`config.mk`:
```
export PLATFORM = sky130hd
export DESIGN_NAME = token_arbiter
export DESIGN_NICKNAME = d
export VERILOG_FILES = /design/src/rtl/token_arbiter.sv
export SDC_FILE = /design/constraint.sdc
export NUM_CORES = 1
export LEC_CHECK = 0
export ABC_CLOCK_PERIOD_IN_PS = 4300
export BUFFER_PORTS_ARGS = -buffer_cell sky130_fd_sc_hd__buf_2
export CORE_ASPECT_RATIO = 1.25
export CORE_MARGIN = 1
export CORE_UTILIZATION = 55
export CTS_CLUSTER_SIZE = 25
export DETAILED_ROUTE_END_ITERATION = 16
export PLACE_DENSITY = 0.77
export SLEW_MARGIN = 20
export SYNTH_ARGS = -nofsm -noshare
export SYNTH_HDL_FRONTEND = slang
export SYNTH_SLANG_ARGS = --single-unit
```
`constraint.sdc`:
```
create_clock -name i_clk -period 4.3 [get_ports i_clk]
set_clock_uncertainty 0.2 [all_clocks]
set_input_delay 0.43 -clock i_clk [delete_from_list [all_inputs] [get_ports i_clk]]
set_output_delay 0.43 -clock i_clk [all_outputs]
set_load 0.01 [all_outputs]
```
`src/rtl/token_arbiter.sv`:
```
// -----------------------------------------------------------------------------
// token_arbiter
//
// Purpose:
//   Control sequencer for the ring router core. Decides when this node holds
//   the ring token, when the node buffer is transmitted, and what the master
//   mux sends (buffer, forwarded RX word, TOKEN, ACK, NACK). A transmitted
//   buffer is retried on NACK or on an ACK timeout until MAX_RETRY
//   retransmissions have been made. After that the packet is dropped and the
//   token is passed on.
//
// Parameters:
//   OUR_ADDRESS  node address matched against the decoded destination
//   TIMEOUT      cycles spent in WAIT_ACK before a retry (1..65535)
//   MAX_RETRY    retransmissions after the first send before a drop (1..15)
//   INIT_TOKEN   1: this node injects the ring token after reset
//
// Ports:
//   i_clk                    clock
//   i_rst_n                  asynchronous reset, active low
//   i_rx_has_data            rx handshake holds a received word (level)
//   i_data_type[2:0]         decoded type: 111 TOKEN, 000 ACK, 011 NACK, else DATA
//   i_address[3:0]           decoded destination address
//   i_bad_decode             decoded word failed its check
//   i_tx_ready               tx handshake accepted the current word (1 cycle)
//   i_packet_from_node_valid node offers a packet to load
//   o_rc_ready               1-cycle pulse: rx word consumed
//   o_rc_has_data            request tx of the mux output, held until i_tx_ready
//   o_tx_data_select[2:0]    mux select: 0 buffer, 1 RX, 2 TOKEN, 3 ACK, 4 NACK
//   o_buffer_select          1-cycle pulse: load encoded node packet into buffer
//   o_core_load_ack          1-cycle pulse, coincident with o_buffer_select
//   o_packet_to_node_valid   1-cycle pulse: good DATA for this node delivered
//   o_token_held             high while in SEND, WAIT_ACK or PASS
//   o_drop_pulse             1-cycle pulse: packet abandoned after MAX_RETRY
// -----------------------------------------------------------------------------
module token_arbiter #(
    parameter logic [3:0]  OUR_ADDRESS = 4'b0000,
    parameter int unsigned TIMEOUT     = 1024,
    parameter int unsigned MAX_RETRY   = 3,
    parameter bit          INIT_TOKEN  = 1'b0
) (
    input  logic       i_clk,
    input  logic       i_rst_n,
    input  logic       i_rx_has_data,
    input  logic [2:0] i_data_type,
    input  logic [3:0] i_address,
    input  logic       i_bad_decode,
    input  logic       i_tx_ready,
    input  logic       i_packet_from_node_valid,
    output logic       o_rc_ready,
    output logic       o_rc_has_data,
    output logic [2:0] o_tx_data_select,
    output logic       o_buffer_select,
    output logic       o_core_load_ack,
    output logic       o_packet_to_node_valid,
    output logic       o_token_held,
    output logic       o_drop_pulse
);

    localparam logic [2:0] S_IDLE     = 3'd0;
    localparam logic [2:0] S_REPLY    = 3'd1;
    localparam logic [2:0] S_SEND     = 3'd2;
    localparam logic [2:0] S_WAIT_ACK = 3'd3;
    localparam logic [2:0] S_PASS     = 3'd4;

    localparam logic [2:0] TYPE_TOKEN = 3'b111;
    localparam logic [2:0] TYPE_ACK   = 3'b000;
    localparam logic [2:0] TYPE_NACK  = 3'b011;

    localparam logic [2:0] SEL_BUF   = 3'd0;
    localparam logic [2:0] SEL_RX    = 3'd1;
    localparam logic [2:0] SEL_TOKEN = 3'd2;
    localparam logic [2:0] SEL_ACK   = 3'd3;
    localparam logic [2:0] SEL_NACK  = 3'd4;

    localparam logic [15:0] TIMER_LAST  = 16'(TIMEOUT - 1);
    localparam logic [3:0]  RETRY_LIMIT = 4'(MAX_RETRY);
    localparam logic [2:0]  RESET_STATE = INIT_TOKEN ? S_PASS : S_IDLE;

    // State and bookkeeping registers
    logic [2:0]  r_state;
    logic        r_buf_full;
    logic [15:0] r_timer;
    logic [3:0]  r_retry;

    // Registered outputs
    logic        r_rc_ready;
    logic        r_rc_has_data;
    logic [2:0]  r_tx_data_select;
    logic        r_buffer_select;
    logic        r_packet_to_node_valid;
    logic        r_token_held;
    logic        r_drop_pulse;

    // Decode helpers
    logic w_rx_eval;
    logic w_tx_done;
    logic w_is_token;
    logic w_is_ack;
    logic w_is_nack;
    logic w_is_data;
    logic w_for_us;
    logic w_timeout;
    logic w_load;

    // Next-state values
    logic [2:0]  w_state_next;
    logic [2:0]  w_sel_next;
    logic [15:0] w_timer_next;
    logic [3:0]  w_retry_next;
    logic        w_rc_ready_next;
    logic        w_ptn_valid_next;
    logic        w_drop_next;
    logic        w_buf_clear;
    logic        w_rc_has_data_next;
    logic        w_token_held_next;

    // While rc_ready is high the rx handshake still shows the word being
    // consumed; blanking that cycle stops the same word being acted on twice.
    assign w_rx_eval  = i_rx_has_data && !r_rc_ready;
    assign w_tx_done  = r_rc_has_data && i_tx_ready;
    assign w_is_token = (i_data_type == TYPE_TOKEN);
    assign w_is_ack   = (i_data_type == TYPE_ACK);
    assign w_is_nack  = (i_data_type == TYPE_NACK);
    assign w_is_data  = !(w_is_token || w_is_ack || w_is_nack);
    assign w_for_us   = w_is_data && (i_address == OUR_ADDRESS);
    assign w_timeout  = (r_timer == TIMER_LAST);
    // A full buffer blocks new loads, so a load can never overlap the send
    // of the buffer contents.
    assign w_load     = i_packet_from_node_valid && !r_buf_full;

    always_comb begin
        w_state_next     = r_state;
        w_sel_next       = r_tx_data_select;
        w_timer_next     = r_timer;
        w_retry_next     = r_retry;
        w_rc_ready_next  = 1'b0;
        w_ptn_valid_next = 1'b0;
        w_drop_next      = 1'b0;
        w_buf_clear      = 1'b0;

        case (r_state)
            S_IDLE: begin
                if (w_rx_eval) begin
                    if (w_is_token && r_buf_full) begin
                        // Token captured: it is consumed now and re-issued from PASS.
                        w_rc_ready_next = 1'b1;
                        w_retry_next    = 4'd0;
                        w_state_next    = S_SEND;
                        w_sel_next      = SEL_BUF;
                    end else begin
                        w_state_next = S_REPLY;
                        if (w_is_token) begin
                            w_sel_next = SEL_TOKEN;
                        end else if (w_for_us && !i_bad_decode) begin
                            w_ptn_valid_next = 1'b1;
                            w_sel_next       = SEL_ACK;
                        end else if (w_for_us) begin
                            w_sel_next = SEL_NACK;
                        end else begin
                            w_sel_next = SEL_RX;
                        end
                    end
                end
            end

            S_REPLY: begin
                // The rx word is released only once its reply has gone out.
                if (w_tx_done) begin
                    w_rc_ready_next = 1'b1;
                    w_state_next    = S_IDLE;
                end
            end

            S_SEND: begin
                if (w_tx_done) begin
                    w_state_next = S_WAIT_ACK;
                    w_timer_next = 16'd0;
                end
            end

            S_WAIT_ACK: begin
                w_timer_next = r_timer + 16'd1;
                if (w_rx_eval && w_is_ack) begin
                    w_rc_ready_next = 1'b1;
                    w_buf_clear     = 1'b1;
                    w_state_next    = S_PASS;
                    w_sel_next      = SEL_TOKEN;
                end else if ((w_rx_eval && w_is_nack) || w_timeout) begin
                    // NACK and timeout in the same cycle count as one retry.
                    w_rc_ready_next = w_rx_eval && w_is_nack;
                    if (r_retry < RETRY_LIMIT) begin
                        w_retry_next = r_retry + 4'd1;
                        w_state_next = S_SEND;
                        w_sel_next   = SEL_BUF;
                    end else begin
                        w_drop_next  = 1'b1;
                        w_buf_clear  = 1'b1;
                        w_state_next = S_PASS;
                        w_sel_next   = SEL_TOKEN;
                    end
                end else if (w_rx_eval) begin
                    // Unrelated traffic while waiting is swallowed; the timer keeps running.
                    w_rc_ready_next = 1'b1;
                end
            end

            S_PASS: begin
                // Also reached straight out of reset when this node injects the token.
                w_sel_next = SEL_TOKEN;
                if (w_tx_done) begin
                    w_state_next = S_IDLE;
                end
            end

            default: begin
                w_state_next = S_IDLE;
            end
        endcase
    end

    assign w_rc_has_data_next = (w_state_next == S_REPLY) ||
                                (w_state_next == S_SEND)  ||
                                (w_state_next == S_PASS);
    assign w_token_held_next  = (w_state_next == S_SEND)     ||
                                (w_state_next == S_WAIT_ACK) ||
                                (w_state_next == S_PASS);

    always_ff @(posedge i_clk or negedge i_rst_n) begin
        if (!i_rst_n) begin
            r_state                <= RESET_STATE;
            r_buf_full             <= 1'b0;
            r_timer                <= 16'd0;
            r_retry                <= 4'd0;
            r_rc_ready             <= 1'b0;
            r_rc_has_data          <= 1'b0;
            r_tx_data_select       <= SEL_BUF;
            r_buffer_select        <= 1'b0;
            r_packet_to_node_valid <= 1'b0;
            r_token_held           <= 1'b0;
            r_drop_pulse           <= 1'b0;
        end else begin
            r_state                <= w_state_next;
            r_timer                <= w_timer_next;
            r_retry                <= w_retry_next;
            r_rc_ready             <= w_rc_ready_next;
            r_rc_has_data          <= w_rc_has_data_next;
            r_tx_data_select       <= w_sel_next;
            r_buffer_select        <= w_load;
            r_packet_to_node_valid <= w_ptn_valid_next;
            r_token_held           <= w_token_held_next;
            r_drop_pulse           <= w_drop_next;
            if (w_load) begin
                r_buf_full <= 1'b1;
            end else if (w_buf_clear) begin
                r_buf_full <= 1'b0;
            end
        end
    end

    assign o_rc_ready             = r_rc_ready;
    assign o_rc_has_data          = r_rc_has_data;
    assign o_tx_data_select       = r_tx_data_select;
    assign o_buffer_select        = r_buffer_select;
    assign o_core_load_ack        = r_buffer_select;
    assign o_packet_to_node_valid = r_packet_to_node_valid;
    assign o_token_held           = r_token_held;
    assign o_drop_pulse           = r_drop_pulse;

endmodule

```
==> impl_metrics.ini, run 1 <==
[outcome]
status = finished, final reports clean

[critical_path]
worst-path-stages = 6
path_cells = or4_4 -> nor4_4 -> o21ai_0 -> a21oi_1 -> nor2_1 -> nand3b_1
endpoint = o_rc_has_data
cp_max_fo = 6
setup.reg_to_reg.worst_slack_ns = 1.94
crit_start = r_timer[10]
arrival_ns = 2.39
cp_data_required_time_ns = 4.32
reg2reg_to = o_rc_has_data
cpLargestDelayFamily = simple AND/OR/NAND/NOR gates
start_kind = flop
rr_startpoint = r_timer[10]
critical_path_buf_inv_count = 0
critPathMaxStageDelay_ns = 0.56
slowest_stage = or4_4
r2r_cells = 6
endpoint_kind = flop
path_class = flop to flop

[logic_synthesis]
yosysWarnings = 0
syn_nets = 201
synth-xor-area-share_pct = 0.513
postSynthCellCount = 186
synth_fa_ha_area_share_pct = 1.47
synth_top_family_by_area = simple AND/OR/NAND/NOR gates
seq_area_frac_synth_pct = 48.4
ys_types = 40
synth_mux_area_share_pct = 3.08
synth_area_mm2 = 0.00171
yosys.area_share.simple_pct = 29.6
synth_compound_area_share_pct = 14.4
syn_area_per_cell_um2 = 9.18
synth_seq_cells = 33

[routing]
drtIter0Drc = 44
viasPerCell = 6.20
drtPass1Iterations = 4
wl_per_cell_um = 15.4
wl_um = 3830
drc_errors = 0
vias = 1537
ant_nets = 0

[sta]
slew_violations = 0
slew_headroom_pct = 51.0
rsz0062_at_grt = false
fin_ws_ns = 1.94
post-route-min-period_ns = 2.36
tns_ns = 0
period_share_pct = 55.0
final-hold-violation-count = 0
max_freq_ghz = 0.423
tightest_slew_ns = 0.735
setup_viol = 0

[final_layout]
multi_input_area_um2 = 837
ff_latch_area_um2 = 826
area_growth_pct = 10.8
nFillCells = 247
final_layout_size_suffix_gt1_share_pct = 18.4
num-nets-final = 226
n_antenna_cell = 0

[hold_path]
holdCritStartpoint = i_packet_from_node_valid
hp-class = input pin to flop

[pwr]
powerDensity_mw_per_mm2 = 491
power.leakage_nw = 0.883
ir_drop_mv = 0.317

[global_route]
grt_remaining_overflow = 0
antenna_found_initial = 0
groute.usage.overall_pct = 26.4
grt_pass1_wl_um = 6360
grt_pass1_vias = 1457
grt_max_degree = 34

[floorplanning]
dieHeight_um = 64.3
core-area_mm2 = 0.00295
dieArea_mm2 = 0.00333
start_util_pct = 58.0
num_rows = 22
die-width_um = 51.8
io_pins = 23

[clocking]
cts_root_buf = clkbuf_4
cts_tree = yes
cts_buffers = 5
clock_path_buffers = 2
clock-sinks = 33
cts.htree.levels = 2
clkLatencyLatePin_ns = 0.34
clkTransAtPathRegs_ns = 0.10

[placement]
gp_congestion = 0.918
io_buffers = 22
pre_cts_ws_ns = 1.96
dp_hpwl_um = 2790

[flow_run]
maxCapViolCount = 0
==> state kept, by name, summed over array words and instances, names as in the netlist <==
register / cells
o_packet_to_node_valid: 1
r_retry: 4
r_timer: 16
o_token_held: 1
o_rc_has_data: 1
r_state: 3
r_buf_full: 1
o_buffer_select: 1
o_tx_data_select: 3
o_drop_pulse: 1
o_rc_ready: 1
==> routing by layer <==
| layer | up-vias | share of wire [%] | wire [um] | GRT usage (%) |
|---|---|---|---|---|
| met2 | 45 | 52 | 1990 | 44.1 |
| met3 | 9 | 4.2 | 159 | 7.38 |
| met1 | 751 | 42 | 1590 | 30.2 |
| met5 | - | 0 | 0 | 0 |
| met4 | 0 | 2.4 | 90 | 12.8 |
| li1 | 732 | - | - | - |
==> stage by stage <==
stage          instances  power, W  hold WS [ns]  instance area, um^2  util (%)
6_report             248  0.000929         0.129                 1890      64.2
5_1_grt              248  0.000992         0.127                 1890      64.2
4_1_cts              248  0.000930         0.117                 1890      64.2
3_5_place_dp         239  0.000763         0.273                 1830      62.2
3_3_place_gp         239  0.000742         0.264                 1830      62.2
2_1_floorplan        186  0.000668       -0.0656                 1710         -
==> cell usage after synthesis <==
| cell | instances | share of area, % |
|---|---|---|
| dfrtp_1 | 33 | 48 |
| nand2_1 | 28 | 6.2 |
| o21ai_0 | 19 | 5.6 |
| nor2_1 | 16 | 3.5 |
| nand3_1 | 10 | 2.9 |
| nand4_1 | 9 | 3.3 |
| a21oi_1 | 7 | 2.1 |
| nor3_1 | 6 | 1.8 |
| a31oi_1 | 5 | 1.8 |
| and2_1 | 4 | 1.5 |
| inv_1 | 4 | 0.88 |
| clkbuf_1 | 3 | 0.66 |
| mux2i_1 | 3 | 1.8 |
| nor2b_1 | 3 | 1.1 |
| o31ai_1 | 3 | 1.3 |
| and3_1 | 2 | 0.73 |
| ha_1 | 2 | 1.5 |
| mux2_2 | 2 | 1.3 |
| nand3b_1 | 2 | 0.88 |
| nor4_1 | 2 | 0.73 |
| o211ai_1 | 2 | 0.88 |
| o21ai_2 | 2 | 1.0 |
| or4_4 | 2 | 1.3 |
| a21o_1 | 1 | 0.44 |
| a221o_1 | 1 | 0.59 |
| and3_2 | 1 | 0.44 |
| and4_1 | 1 | 0.51 |
| buf_4 | 1 | 0.44 |
| buf_6 | 1 | 0.66 |
| nand2b_1 | 1 | 0.37 |
| nand4b_1 | 1 | 0.51 |
| nor4_4 | 1 | 1.2 |
| o21ai_1 | 1 | 0.29 |
| o22ai_1 | 1 | 0.37 |
| or2_2 | 1 | 0.37 |
| or3_2 | 1 | 0.44 |
| or3_4 | 1 | 0.66 |
| or4_2 | 1 | 0.51 |
| or4bb_1 | 1 | 0.66 |
| xor2_1 | 1 | 0.51 |
==> what timing repair did <==
action / 4_1_cts / 5_1_grt
endpoints found under the setup margin: 0 / 0
gates resized for setup: 0 / 0
hold endpoints to repair: 33 / 0
hold buffers: 1 / 0
setup buffers: 0 / 0
==> cell usage in the layout, fill, tap and decap left out, types with 2 or more instances in the layout <==
master    netlist  layout
nor2b_1         3       3
and3_1          2       2
o31ai_1         3       3
ha_1            2       2
nand2_1        28      28
dfrtp_1        33      33
nor4_1          2       2
nor2_1         16      16
nand3b_1        2       2
mux2_2          2       2
or4_4           2       2
inv_1           4       4
clkbuf_4        0       5
nand3_1        10      10
nor3_1          6       6
a21oi_1         7       7
o211ai_1        2       2
and2_1          4       4
o21ai_2         2       2
mux2i_1         3       3
o21ai_0        19      19
clkbuf_1        3       3
nand4_1         9       9
a31oi_1         5       5
buf_2           0      22
==> worst min-delay path by stage <==
stage	end	cells after the start	slack, ns
floorplan	o_buffer_select	0	-0.07
finish	o_buffer_select	2	0.13
global placement	r_retry[3]	1	0.26
detailed placement	r_retry[3]	1	0.27
global route	o_buffer_select	2	0.13
CTS	o_buffer_select	2	0.12
==> cell type report <==
class,instances,share of cell area (%)
clock buffer,8,2.58
inverter,4,0.794
multi-input combinational,144,44.2
sequential,33,43.7
tap,36,2.38
timing repair buffer,23,6.35
==> report_power, final <==
group | internal (W) | switching, W | total (W) | leakage, nW
logic | 0.000123 | 0.000177 | 0.000300 | 0.422
clock network | 0.0000651 | 0.000103 | 0.000169 | 0.0265
registers | 0.000381 | 0.0000802 | 0.000461 | 0.435
==> kinds of logic (layout without fill, tap and decap cells) <==
kind of cell / after synthesis / in the layout
flip-flops: 33 / 33
AO/OA/AOI/OAI: 42 / 42
multiplexers: 5 / 5
XOR/XNOR: 1 / 1
AND/OR/NAND/NOR: 94 / 94
adder cells (fa/ha/maj): 2 / 2
buffers and inverters: 9 / 35
No activity file was read; power rests on OpenSTA's default activity.
==> run 2: changes to the inputs <==
Settings changed: ABC_AREA set to 1, ABC_CLOCK_PERIOD_IN_PS 4300 to 2300, PLACE_DENSITY 0.77 to 0.76.
Clock period 4.3 ns to 2.3 ns, I/O delays scaled along.
==> run 2 against run 1 <==
Effect of this change: final cell count up 22%; worst hold slack worse by 0.089 ns; sequential power up 84%; core utilization up 0.16 points; critical endpoint unchanged; first-iteration DRC count up 39%; design area up 8.7%; via count up 5.3%; sequential share of layout area down 3.5 points; power up 110%; largest power group unchanged; die area up 6.4%.
==> impl_metrics.ini, run 2 <==
[global_route]
grt_pass1_vias = 1458
grt_pass1_wl_um = 6030
antenna_found_initial = 0
groute.usage.overall_pct = 24.5
grt_remaining_overflow = 0
grt_max_degree = 34

[placement]
placed_area_mm2 = 0.00195
dp_hpwl_um = 2820
gp_congestion = 0.864
pre_cts_ws_ns = 0.500
io_buffers = 22

[logic_synthesis]
seq_area_frac_synth_pct = 45.4
synth_edf_count = 0
ys_types = 30
synth_area_leader_cell = dfrtp_1
syn_nets = 253
ys.flop_type = dfrtp_1
postSynthCellCount = 238
async_reset_ff_share_pct = 100
synth_area_leaders = dfrtp_1, nand2_1, inv_1, nor2_1, a21oi_1
synth_top_area_share_pct = 45.4
synthTopCellsByCount = nand2_1, inv_1, dfrtp_1
syn_area_per_cell_um2 = 7.65
synth_area_mm2 = 0.00182
yosysMostFrequentCell = nand2_1
yosysWarnings = 0
synth_seq_cells = 33

[critical_path]
crit_top_cell = nand2_1
endpoint_kind = flop
cp_max_fo = 11
cpLargestDelayFamily = simple AND/OR/NAND/NOR gates
arrival_ns = 1.79
path_cells = inv_2 -> nand3_2 -> nor2_1 -> nand3_2 -> nand2_1 -> nand2_1 -> nand2_1 -> nand2_1
setup.reg_to_reg.worst_slack_ns = 0.49
critPathMaxStageDelay_ns = 0.44
critical_path_buf_inv_count = 1
crit_start = r_state[2]
worst-path-stages = 8
slowest_stage = dfrtp_1
path_class = flop to flop
r2r_cells = 8
start_kind = flop
cp_data_required_time_ns = 2.28
rr_startpoint = r_state[2]

[pwr]
ir_drop_mv = 0.692
switching_share_pct = 37.9
clkPwrFrac_pct = 22.1
p_int_w = 0.00122
power.leakage_nw = 1.09
power.total_w = 0.00197
p_sw_w = 0.000746
seq_power_share_pct = 43.1
p_comb_share_pct = 34.8
powerDensity_mw_per_mm2 = 958

[clocking]
cts_buffers = 5
cts_setup_buffers = 0
cts_root_buf = clkbuf_8
clkTransAtPathRegs_ns = 0.06
cts_tree = yes
clock-sinks = 33
cts.htree.levels = 2
clock_path_buffers = 2
clkLatencyLatePin_ns = 0.29

[final_layout]
final_layout_size_suffix_gt1_share_pct = 18.8
area_growth_pct = 13.0
n_antenna_cell = 0
largest_register_ffs = 16
layout_common_cells = nand2_1, inv_1, dfrtp_1
final_area_mm2 = 0.00206
num-nets-final = 281
largest_register = r_timer
final_common_cell = nand2_1
reg_top3 = r_timer: 16 flops, r_retry: 4 flops

[routing]
wl_per_cell_um = 12.3
drc_errors = 0
ant_nets = 0
vias = 1619
wl_um = 3730
drtIter0Drc = 61
drtPass1Iterations = 4
viasPerCell = 5.34

[hold_path]
holdCritStartpoint = i_bad_decode
hp-class = input pin to flop
whs_path_depth = 3

[floorplanning]
dieHeight_um = 66.3
start_util_pct = 57.0
io_pins = 23
core-area_mm2 = 0.00319
die-width_um = 53.5
dieArea_mm2 = 0.00355
num_rows = 23

[sta]
fin_ws_ns = 0.493
slew_headroom_pct = 50.8
final-hold-violation-count = 0
setup_viol = 0
post-route-min-period_ns = 1.81
period_share_pct = 78.6
max_freq_ghz = 0.553
tightest_slew_ns = 0.737
tns_ns = 0
rsz0062_at_grt = false
slew_violations = 0

[flow_run]
maxCapViolCount = 0

[outcome]
status = finished, final reports clean
## run 2: cell count changes after synthesis, moves of 5 or more
| cell | delta |
|---|---|
| o21ai_0 | -9 |
| nand2_1 | +28 |
| inv_2 | +5 |
| a31oi_1 | -5 |
| nor2_1 | +15 |
| inv_1 | +30 |
| a21oi_1 | +5 |
| nand2_2 | +5 |
## run 2: cells by family (layout without fill, tap and decap cells)
kind of cell	count (synthesis)	in the layout	synth area share [%]
AND/OR/NAND/NOR	123	123	31.6
XOR/XNOR	1	1	0.481
AO/OA/AOI/OAI	36	36	11.5
flip-flops	33	33	45.4
adder cells (fa/ha/maj)	2	2	1.37
buffers and inverters	43	71	9.69
## run 2: through the flow
step	utilization (%)	hold WS, ns	instances
after global placement	61.1	0.129	294
after global routing	64.4	0.0528	303
final	64.4	0.0402	303
after CTS	64.4	0.0357	303
after detailed placement	61.1	0.134	294
after floorplan	-	-0.266	238
## run 2: what timing repair did
action | 4_1_cts | 5_1_grt
hold buffers | 2 | 0
endpoints found under the hold margin | 35 | 0
gates resized for setup | 0 | 0
## run 2: layout make-up
type                            instances  area [um^2]
Tap cell                               37         46.3
Timing Repair Buffer                   24          130
Sequential cell                        33          826
Fill cell                             296         1140
Clock buffer                            7         86.3
Inverter                               40          150
Multi-Input combinational cell        162          818
## run 2: metal layers
metal / wire (um) / global-route usage, %
met5: 0 / 0
met4: 114 / 14.1
met3: 118 / 6.44
met2: 1950 / 41.9
met1: 1540 / 26.2
## run 2: tightest hold or removal path, cell delays in order
cell     delay (ns)
buf_2          0.11
nand3_1        0.07
o21ai_1        0.07
## run 2: worst paths after layout
path | end
setup / recovery | o_rc_has_data
hold / removal | o_tx_data_select[2]
setup reg to reg | o_rc_has_data
hold reg to reg | o_tx_data_select[2]
max in group asynchronous | o_tx_data_select[0]
min in group asynchronous | r_timer[7]
## run 2: power by group through the flow
stage / Clock [W] / Sequential (W) / Combinational (W)
floorplan: 0 / 0.000862 / 0.000496
CTS: 0.000448 / 0.000851 / 0.000693
finish: 0.000435 / 0.000850 / 0.000685
global placement: 0 / 0.000855 / 0.000672
detailed placement: 0 / 0.000862 / 0.000687
global route: 0.000468 / 0.000873 / 0.000787
